===== config.mk =====
export PLATFORM = sky130hd
export DESIGN_NAME = hex_scan_driver
export DESIGN_NICKNAME = d
export VERILOG_FILES = /design/src/rtl/hex_scan_driver.sv
export SDC_FILE = /design/constraint.sdc
export NUM_CORES = 1
export LEC_CHECK = 0
export ABC_AREA = 1
export CAP_MARGIN = 20
export CELL_PAD_IN_SITES_DETAIL_PLACEMENT = 1
export CELL_PAD_IN_SITES_GLOBAL_PLACEMENT = 1
export CORE_MARGIN = 3
export CORE_UTILIZATION = 40
export CTS_CLUSTER_SIZE = 24
export DETAILED_ROUTE_END_ITERATION = 8
export PLACE_DENSITY = 0.81
export SYNTH_ARGS = -nofsm -noshare
export SYNTH_HDL_FRONTEND = slang
export SYNTH_SLANG_ARGS = --single-unit

===== constraint.sdc =====
create_clock -name clk -period 2.1 [get_ports clk]
set_input_delay 0.525 -clock clk [delete_from_list [all_inputs] [get_ports clk]]
set_output_delay 0.525 -clock clk [all_outputs]
set_load 0.03 [all_outputs]

===== src/rtl/hex_scan_driver.sv =====
// hex_scan_driver: scans four hex digits onto a multiplexed display, with
// blanking gaps, leading-zero suppression and a shadow register for updates.
module hex_scan_driver #(
   parameter int REFRESH_DIV  = 50000,
   parameter int BLANK_CYCLES = 1000
) (
   input  logic        clk,
   input  logic        reset,
   input  logic        enable,
   input  logic [15:0] value_in,
   input  logic        value_valid,
   output logic        value_ready,
   input  logic        lz_suppress,
   output logic [3:0]  digit,
   output logic        digit_blank,
   output logic [3:0]  anode
);
   localparam int MAXC = (REFRESH_DIV > BLANK_CYCLES) ? REFRESH_DIV : BLANK_CYCLES;
   localparam int CW = (MAXC > 1) ? $clog2(MAXC) : 1;
   localparam logic [CW-1:0] SHOW_LAST  = CW'(REFRESH_DIV - 1);
   localparam logic [CW-1:0] BLANK_LAST = CW'(BLANK_CYCLES - 1);

   typedef enum logic [1:0] {IDLE, SHOW, BLANK} state_t;

   state_t        state_q, state_d;
   logic [15:0]   shadow_q, shadow_d, disp_q, disp_d, upper;
   logic          pending_q, pending_d, step, xfer;
   logic [1:0]    idx_q, idx_d;
   logic [CW-1:0] cnt_q, cnt_d;
   logic [3:0]    anode_q, anode_d, digit_q, digit_d;
   logic          blank_q, blank_d;

   always_comb begin
      state_d = state_q;
      idx_d = idx_q;
      cnt_d = cnt_q + CW'(1);
      step = 1'b0;
      case (state_q)
         SHOW: if (cnt_q == SHOW_LAST) begin
            cnt_d = '0;
            if (BLANK_CYCLES == 0) step = 1'b1;
            else state_d = BLANK;
         end
         BLANK: if (cnt_q == BLANK_LAST) begin
            cnt_d = '0;
            step = 1'b1;
            state_d = SHOW;
         end
         default: begin
            cnt_d = '0;
            idx_d = 2'd0;
            state_d = enable ? SHOW : IDLE;
         end
      endcase
      if (step) idx_d = idx_q + 2'd1;
      if (state_q != IDLE && !enable) begin
         state_d = IDLE;
         idx_d = 2'd0;
         cnt_d = '0;
         step = 1'b0;
      end
      // new digits only land at a scan-frame boundary so a frame never mixes values
      xfer = pending_q && (state_q == IDLE || (step && idx_q == 2'd3));
      disp_d = xfer ? shadow_q : disp_q;
      pending_d = xfer ? 1'b0 : pending_q;
      shadow_d = shadow_q;
      if (value_valid && !pending_q) begin
         shadow_d = value_in;
         pending_d = 1'b1;
      end
      upper = disp_d >> {idx_d, 2'b00};
      anode_d = (state_d == SHOW) ? ~(4'b0001 << idx_d) : 4'b1111;
      digit_d = (state_d == SHOW) ? upper[3:0] : 4'h0;
      blank_d = (state_d != SHOW) || (lz_suppress && idx_d != 2'd0 && upper == 16'h0);
   end

   always_ff @(posedge clk) begin
      if (reset) begin
         state_q <= IDLE;
         idx_q <= 2'd0;
         cnt_q <= '0;
         disp_q <= 16'h0;
         shadow_q <= 16'h0;
         pending_q <= 1'b0;
         anode_q <= 4'b1111;
         digit_q <= 4'h0;
         blank_q <= 1'b1;
      end else begin
         state_q <= state_d;
         idx_q <= idx_d;
         cnt_q <= cnt_d;
         disp_q <= disp_d;
         shadow_q <= shadow_d;
         pending_q <= pending_d;
         anode_q <= anode_d;
         digit_q <= digit_d;
         blank_q <= blank_d;
      end
   end

   assign value_ready = !pending_q;
   assign anode = anode_q;
   assign digit = digit_q;
   assign digit_blank = blank_q;
endmodule


==> impl_metrics.ini <==
[timing]
max_freq_ghz = 0.420
setup_violations = 9
relSlewSlack = 0.613
fin_crit_sh = 1.13
worstMarginPinSlew_ps = 580
setup_tns_ps = -967
fin_ws_ps = -278
hold_violations = 0
rsz0062_at_grt = yes
min_period_ps = 2380
clock_skew_ps = 16.5
slew_violations = 0

[clock_tree]
htreeDepth = 3
insertion_delay_ps = 360
hold_buffers = 0
clockBufferDepth = 2
cts_tree = done
clock-sinks = 62
cts-root-buf = clkbuf_8
cts_buffers = 9
path_clk_slew_ps = 80

[setup_path]
r2r_cells = 15
crit_path_end_kind = flop
r2r_start = cnt_q[0]
crit_required_ps = 2400
critPathKind = flop to flop
reg2reg_to = digit_blank
crit_start = cnt_q[0]
rrSetupSlack_ps = -280
crit_fanout = 6
critPathArrivalTime_ps = 2680
setup.worst_path.start_class = flop

[power_and_ir_drop]
ir_drop_mv = 0.595
p_per_area_nw_per_um2 = 670
p_total_mw = 3.08
p_leak_nw = 1.99

[floorplan]
die-area_um2 = 8530
coreArea_um2 = 7020
ioPinCount = 31
initial_utilization = 0.425
die_x_um = 92.4
row_count = 30
die_h_um = 92.4

[global_route]
grt_pass1_wl_um = 17200
grt_use_total = 0.256
grt_max_degree = 25
overflow = 0
antenna_found_initial = 0
first_global_vias = 3478

[routing]
avgViaCountPerCell = 5.76
ant_nets = 0
vias = 3614
totalWireLength_um = 14500
wl_per_cell_um = 23.1
first_pass_iters = 5
drc = 0
drt_iter0_drc = 325

[cells_and_area]
diodes = 0
multi_input_area_um2 = 1880
drive_gt1_frac = 0.339
regArea_um2 = 1250
fill_cells = 846
fin_nets = 552
area_growth_pct = 54.0

[outcome]
status = complete, but fails checks
violations = negative setup slack

[synth]
synth_warnings = 0
syn_nets = 453
syn_area_per_cell_um2 = 6.99
seq_area_frac_synth = 0.416
ys_types = 35
synthesis.area_um2 = 2980
syn_inst = 427
synth-seq-cells = 62

[placed_design]
place_congestion = 0.836
portBuffers = 30
dp_hpwl_um = 6380

[flow_run]
max_cap_viol_count = 0

[min_path]
whs_endpoint = disp_q[5]
hold_path_class = flop to flop
min_path_cells = 2
min-delay-start = disp_q[5]
[cells in the mapped netlist (all sizes together)]
master	instances	area, um^2
nand2	104	420
o311ai	1	8.76
dfxtp	62	1240
a21oi	34	174
a221oi	1	8.76
o2111ai	1	8.76
nor3	4	25.0
xnor2	1	8.76
nand3	49	263
inv	45	169
nor2	62	255
nand3b	2	15.0
a31oi	2	12.5
nor4	3	18.8
buf	6	53.8
clkinv	2	8.75
nor3b	3	22.5
and3	1	6.26
o21ai	22	110
nand4	8	56.3
clkbuf	9	33.8
ha	5	62.6
[cell families (layout without fill, tap and decap cells)]
group                      Yosys count  in the layout  synth area share
AOI/OAI and AO/OA                   61             61             0.108
xor gates and xnor gates             1              1           0.00294
adders and majority gates            5              5            0.0210
buffers and inverters               62            164            0.0889
DFF                                 62             62             0.416
and+or+nand+nor                    236            238             0.363
[how the worst max path moves through the flow]
stage                   to  slack, ps  depth (start not counted)
6_report       digit_blank       -280                         15
5_1_grt        digit_blank       -350                         15
4_1_cts        digit_blank          3                         16
3_5_place_dp   digit_blank       -360                         12
3_3_place_gp   digit_blank       -270                         15
2_1_floorplan  digit_blank        240                         14
[power by group]
| part | internal (mW) | switching (mW) | leakage (nW) | total (mW) |
|---|---|---|---|---|
| logic | 0.211 | 0.310 | 1.36 | 0.521 |
| registers | 1.22 | 0.0418 | 0.509 | 1.26 |
| clock network | 0.765 | 0.527 | 0.120 | 1.29 |
| total | 2.20 | 0.879 | 1.99 | 3.08 |
[worst max-delay path: stages, from the launching register on]
cell and delay [ps]:
dfxtp_2 370, ha_4 170, nand4_1 170, nor2_4 210, nand4_4 140, nand2_8 190
nand2_8 100, nand2_1 130, nand2_2 80, nor2_1 170, nand2_1 100, nand2_1 100
nand3b_1 110, nor2_2 130, nand2_1 80, nand2_1 60
[metal layers]
layer / GRT usage / routed length (um) / up-vias
li1: - / - / 1590
met1: 0.318 / 5630 / 1762
met2: 0.424 / 7070 / 198
met3: 0.0496 / 1040 / 64
met4: 0.125 / 734 / 0
met5: 0 / 0 / -
[registers in the layout, indices dropped and copies added (netlist names)]
name,count
anode,4
cnt_q,16
digit,4
digit_blank,1
disp_q,16
idx_q,2
pending_q,1
shadow_q,16
state_q,2
[cell usage in the layout, fill, tap and decap left out, types with 10 or more instances in the layout]
cell type / count
clkdlybuf4s50_1: 29
nand3_2: 23
clkbuf_8: 12
o21ai_0: 22
nand2_1: 82
a21oi_1: 30
dfxtp_1: 55
nor2_2: 10
nand2_2: 19
nor2_1: 46
inv_1: 41
buf_4: 65
nand3_1: 20
[layout make-up]
class	count	area share
multi-input combinational	305	0.410
sequential	62	0.272
timing repair buffer	101	0.201
inverter	47	0.0392
clock buffer	13	0.0368
tap	96	0.0262
clock inverter	3	0.0142
[timing repair]
item,4_1_cts,5_1_grt
resized for setup,27,68
setup endpoints to repair,11,14
endpoints found under the hold margin,0,0
setup buffers,5,7
cloned,1,4
pin swaps,6,26
[stage by stage]
step / instances / worst slack [ps] / area (um^2) / util / hold slack [ps]
5_1_grt: 627 / -348 / 4590 / 0.654 / 513
6_report: 627 / -278 / 4590 / 0.654 / 479
3_3_place_gp: 594 / -272 / 3760 / 0.536 / 456
4_1_cts: 616 / 3.47 / 4160 / 0.593 / 470
2_1_floorplan: 427 / 241 / 2980 / - / 418
3_5_place_dp: 594 / -361 / 3760 / 0.536 / 458
No activity file was read; power rests on OpenSTA's default activity.
